--- src/rtl/mcoi_led_driver.sv ---
// Multi-channel front-panel LED driver: per-channel off/on/blink/event-stretch,
// driven from one shared tick prescaler and one shared blink phase.
module mcoi_led_driver #(
    parameter int unsigned NUM_LEDS         = 3,
    parameter int unsigned CLK_FREQ_HZ      = 100000000,
    parameter int unsigned TICK_HZ          = 1000,
    parameter int unsigned BLINK_HALF_TICKS = 100,
    parameter int unsigned STRETCH_TICKS    = 50,
    parameter bit          INVERT           = 1'b0
) (
    input  logic                  clk,
    input  logic                  rstn,
    input  logic [2*NUM_LEDS-1:0] mode_ib,
    input  logic [NUM_LEDS-1:0]   event_i,
    output logic [NUM_LEDS-1:0]   led_o,
    output logic                  tick_o
);
    localparam int unsigned DIV   = CLK_FREQ_HZ / TICK_HZ;
    localparam int unsigned PRE_W = (DIV > 1) ? $clog2(DIV) : 1;
    localparam int unsigned BLK_W = (BLINK_HALF_TICKS > 1) ? $clog2(BLINK_HALF_TICKS) : 1;
    localparam int unsigned STR_W = (STRETCH_TICKS > 0) ? $clog2(STRETCH_TICKS + 1) : 1;

    localparam logic [1:0] MODE_OFF     = 2'b00;
    localparam logic [1:0] MODE_ON      = 2'b01;
    localparam logic [1:0] MODE_BLINK   = 2'b10;
    localparam logic [1:0] MODE_STRETCH = 2'b11;

    if (DIV < 2) begin : g_div_chk
        $error("mcoi_led_driver: CLK_FREQ_HZ/TICK_HZ must be at least 2");
    end
    if (NUM_LEDS < 1 || NUM_LEDS > 32) begin : g_num_chk
        $error("mcoi_led_driver: NUM_LEDS must be within 1..32");
    end
    if (BLINK_HALF_TICKS < 1 || STRETCH_TICKS < 1) begin : g_ticks_chk
        $error("mcoi_led_driver: BLINK_HALF_TICKS and STRETCH_TICKS must be at least 1");
    end

    logic [PRE_W-1:0]    pre_cnt_r;
    logic                tick_r;
    logic                tick_s;
    logic [BLK_W-1:0]    blink_cnt_r;
    logic [BLK_W-1:0]    blink_cnt_nxt_s;
    logic                blink_ph_r;
    logic                blink_ph_nxt_s;
    logic [NUM_LEDS-1:0] event_q_r;
    logic [NUM_LEDS-1:0] rise_s;
    logic [STR_W-1:0]    str_cnt_r   [NUM_LEDS];
    logic [STR_W-1:0]    str_nxt_s   [NUM_LEDS];
    logic [NUM_LEDS-1:0] sel_s;
    logic [NUM_LEDS-1:0] led_r;

    assign tick_s = (pre_cnt_r == PRE_W'(DIV - 1));
    assign rise_s = event_i & ~event_q_r;
    assign tick_o = tick_r;
    assign led_o  = led_r;

    // Prescaler counter and registered one-cycle tick pulse.
    always_ff @(posedge clk or negedge rstn) begin
        if (!rstn) begin
            pre_cnt_r <= {PRE_W{1'b0}};
            tick_r    <= 1'b0;
        end else begin
            tick_r    <= tick_s;
            pre_cnt_r <= tick_s ? {PRE_W{1'b0}} : (pre_cnt_r + PRE_W'(1));
        end
    end

    // Blink half-period counter; phase flips when the counter wraps on a tick.
    always_comb begin
        blink_cnt_nxt_s = blink_cnt_r;
        blink_ph_nxt_s  = blink_ph_r;
        if (tick_s) begin
            if (blink_cnt_r == BLK_W'(BLINK_HALF_TICKS - 1)) begin
                blink_cnt_nxt_s = {BLK_W{1'b0}};
                blink_ph_nxt_s  = ~blink_ph_r;
            end else begin
                blink_cnt_nxt_s = blink_cnt_r + BLK_W'(1);
                blink_ph_nxt_s  = blink_ph_r;
            end
        end else begin
            blink_cnt_nxt_s = blink_cnt_r;
            blink_ph_nxt_s  = blink_ph_r;
        end
    end

    // Blink state register.
    always_ff @(posedge clk or negedge rstn) begin
        if (!rstn) begin
            blink_cnt_r <= {BLK_W{1'b0}};
            blink_ph_r  <= 1'b0;
        end else begin
            blink_cnt_r <= blink_cnt_nxt_s;
            blink_ph_r  <= blink_ph_nxt_s;
        end
    end

    // Stretch counters: a rising event reloads and wins over a same-cycle tick decrement.
    always_comb begin
        for (int i = 0; i < NUM_LEDS; i++) begin
            str_nxt_s[i] = str_cnt_r[i];
            if (mode_ib[2*i +: 2] != MODE_STRETCH) begin
                str_nxt_s[i] = {STR_W{1'b0}};
            end else if (rise_s[i]) begin
                str_nxt_s[i] = STR_W'(STRETCH_TICKS);
            end else if (tick_s && (str_cnt_r[i] != {STR_W{1'b0}})) begin
                str_nxt_s[i] = str_cnt_r[i] - STR_W'(1);
            end else begin
                str_nxt_s[i] = str_cnt_r[i];
            end
        end
    end

    // Event edge-detect history and stretch counter registers.
    always_ff @(posedge clk or negedge rstn) begin
        if (!rstn) begin
            event_q_r <= {NUM_LEDS{1'b0}};
            for (int i = 0; i < NUM_LEDS; i++) begin
                str_cnt_r[i] <= {STR_W{1'b0}};
            end
        end else begin
            event_q_r <= event_i;
            for (int i = 0; i < NUM_LEDS; i++) begin
                str_cnt_r[i] <= str_nxt_s[i];
            end
        end
    end

    // Per-channel source select; blink uses the phase being loaded this edge so
    // the pin and the phase change together.
    always_comb begin
        sel_s = {NUM_LEDS{1'b0}};
        for (int i = 0; i < NUM_LEDS; i++) begin
            case (mode_ib[2*i +: 2])
                MODE_OFF:     sel_s[i] = 1'b0;
                MODE_ON:      sel_s[i] = 1'b1;
                MODE_BLINK:   sel_s[i] = blink_ph_nxt_s;
                MODE_STRETCH: sel_s[i] = (str_cnt_r[i] != {STR_W{1'b0}});
                default:      sel_s[i] = 1'b0;
            endcase
        end
    end

    // Registered LED pins with optional active-low polarity.
    always_ff @(posedge clk or negedge rstn) begin
        if (!rstn) begin
            led_r <= {NUM_LEDS{INVERT}};
        end else begin
            led_r <= sel_s ^ {NUM_LEDS{INVERT}};
        end
    end

endmodule

--- config.mk ---
export PLATFORM = sky130hd
export DESIGN_NAME = mcoi_led_driver
export DESIGN_NICKNAME = d
export VERILOG_FILES = /design/src/rtl/mcoi_led_driver.sv
export SDC_FILE = /design/constraint.sdc
export NUM_CORES = 1
export LEC_CHECK = 0
export CORE_AREA = 2 2 83 65
export DETAILED_ROUTE_END_ITERATION = 10
export DIE_AREA = 0 0 85 67
export HOLD_SLACK_MARGIN = 0.06
export PLACE_DENSITY = 0.74
export SYNTH_ARGS = -nofsm -noshare
export SYNTH_HDL_FRONTEND = slang
export SYNTH_SLANG_ARGS = --single-unit
--- constraint.sdc ---
create_clock -name clk -period 3.5 [get_ports clk]
set_clock_uncertainty 0.15 [all_clocks]
set_input_delay 0.35 -clock clk [delete_from_list [all_inputs] [get_ports clk]]
set_output_delay 0.35 -clock clk [all_outputs]
set_load 0.1 [all_outputs]
==> reports/results.ini <==
[status]
status = completed

[synth]
yosysWarnings = 0
syn-mean-instance-area_um2 = 9.99
synth_top_cell_by_area = dfrtp_1
syn_nets = 278
synthTopCellsByCount = dfrtp_1 (50), nand2_1 (15), nor2_1 (15), o21ai_0 (15), nand3_1 (14)
synthArstFlopShare = 1.00
synthCells = 261
yosys.cell_count.top_type = dfrtp_1
synth_edf_count = 0
synth_area_leaders = dfrtp_1 (48%), ha_1 (2.9%), o21ai_0 (2.9%)
yosys.area.top_type_share = 0.480
yosysSeqAreaShare = 0.480
syn_area_mm2 = 0.00261
ys_seq_elements = 50
synthDistinctLibCells = 49
ys.flop_type = dfrtp_1

[clock_tree]
htreeDepth = 2
cts_resized = 0
cts.clk_slew.worst_paths_ns = 0.11
cts_setup_buffers = 0
root_buffer = clkbuf_8
cts_made_buffers = 5
clock-sinks = 50
clk_path_buf_depth = 2
cts_tree = yes
clock_latency_ns = 0.32
cts_hold_buf = 0

[global_route]
grt_pass1_wl_um = 9540
grt_remaining_overflow = 0
grt_start_max_net_pins = 51
grt_use_total = 0.214
antenna_found_initial = 0
first_global_vias = 2045

[power_and_ir_drop]
power.leakage_nw = 1.27
peakVddDrop_mv = 0.239
p_per_area_mw_per_mm2 = 357
p_total_mw = 1.04

[job]
max-cap-violations = 0

[worst_setup_path]
reg2reg_depth = 5
required_ns = 3.59
path_max_fanout = 15
end_kind = flop
cp-start-kind = flop
crit_slowest_cell = or4_1
criticalPathCategory = reg -> reg
cp_slowest_stage_delay_ns = 0.86
crit_chain = ha_1 > nand4_1 > or4_1 > or3_1 > a31oi_1
arrival_ns = 2.72

[routing]
route.detailed.drc = 0
wl_per_cell_um = 15.9
vias_per_cell = 6.09
num_vias = 2070
wl_um = 5410
ant_nets = 0
firstDrtPassIters = 4
drtIter0Drc = 152

[layout]
diodes = 0
fin_util = 0.606
drive_gt1_frac = 0.0857
area_delta_synth_final_pct = 12.0
final_nets = 296
fin_area_mm2 = 0.00292
fin_cells = 340

[sta]
slew_violations = 0
tns_ns = 0
fmax_mhz = 380
fin_crit_sh = 0.752
period_minus_slack_ns = 2.63
whs_ns = 0.0923
setup_slack_ns = 0.867
hold_violations = 0
setup_viol = 0
tightest_slew_ns = 1.11
slew-limit-headroom = 0.258
rsz0062_at_grt = no

[placed_design]
place.gp.congestion = 0.895
port_buffers = 14
dp_cells = 332
place_area_mm2 = 0.00282
preCtsSetupSlack_ns = 0.867
dpl.hpwl_um = 3790

[die]
core_area_mm2 = 0.00482
die_height_um = 67
die_w_um = 85
dieArea_mm2 = 0.00570
io_pins = 15
start_util = 0.541
num_rows = 22

[hold_path]
hp-class = in -> async

## layout make-up
| class | instances | area (um^2) |
|---|---|---|
| Inverter | 13 | 48.8 |
| Fill cell | 407 | 1900 |
| Clock inverter | 2 | 17.5 |
| Timing Repair Buffer | 17 | 158 |
| Clock buffer | 6 | 82.6 |
| Multi-Input combinational cell | 192 | 1280 |
| Sequential cell | 50 | 1250 |
| Tap cell | 60 | 75.1 |
## state kept, by name, summed over array words and instances (netlist names)
name and count:
str_cnt_r 18, pre_cnt_r 17, blink_cnt_r 7, event_q_r 3, led_o 3, blink_ph_r 1, tick_o 1
## power breakdown
part	switching [mW]	internal, mW	total [mW]	leakage [nW]
Combinational	0.0608	0.0291	0.0898	0.544
Sequential	0.00480	0.585	0.590	0.670
Clock	0.199	0.163	0.362	0.0514
Total	0.264	0.777	1.04	1.27
## per-layer routing
layer,global-route usage,share of wire,vias to the layer above
li1,-,-,1000
met1,0.299,0.51,1019
met2,0.335,0.44,44
met3,0.0458,0.041,7
met4,0.0635,0.011,0
met5,0,0,-
## final timing paths
path / from / end / slack [ns]
max in group asynchronous: rstn / pre_cnt_r[11] / 2.41
hold reg to reg: blink_cnt_r[6] / blink_cnt_r[6] / 0.32
setup / recovery: pre_cnt_r[0] / str_cnt_r[17] / 0.87
min in group clk: blink_cnt_r[6] / blink_cnt_r[6] / 0.32
setup reg to reg: pre_cnt_r[0] / str_cnt_r[17] / 0.87
hold / removal: rstn / event_q_r[0] / 0.09
## layout by cell type, fill, tap and decap left out, drive strengths merged, types with 2 or more instances in the layout
master and n:
a211oi 7, a21o 3, a21oi 10, a311oi 4, a31oi 3, and3 5, and4 4, buf 4
clkbuf 6, clkdlybuf4s50 13, clkinv 2, dfrtp 50, ha 6, inv 13, mux2i 2, nand2 15
nand2b 4, nand3 14, nand4 7, nand4b 3, nor2 15, nor2b 5, nor3 13, nor3b 3
nor4 6, nor4b 2, o21ai 15, or2 2, or3 5, or3b 3, or4 4, or4b 4
or4bb 2, xnor2 8, xor2 8
## cells by family after synthesis
family	share of synthesized area
buffers and inverters	0.0302
AOI/OAI and AO/OA	0.116
muxes	0.0120
adders and majority gates	0.0288
and+or+nand+nor	0.279
xor gates and xnor gates	0.0538
DFF	0.480
## worst max-delay path, delay by kind of cell (launching register included)
kind | cells | cell delay, ns
AND/OR/NAND/NOR | 3 | 1.63
flip-flops | 1 | 0.41
adder cells (fa/ha/maj) | 1 | 0.23
AO/OA/AOI/OAI | 1 | 0.16
No activity file was read; power rests on OpenSTA's default activity.
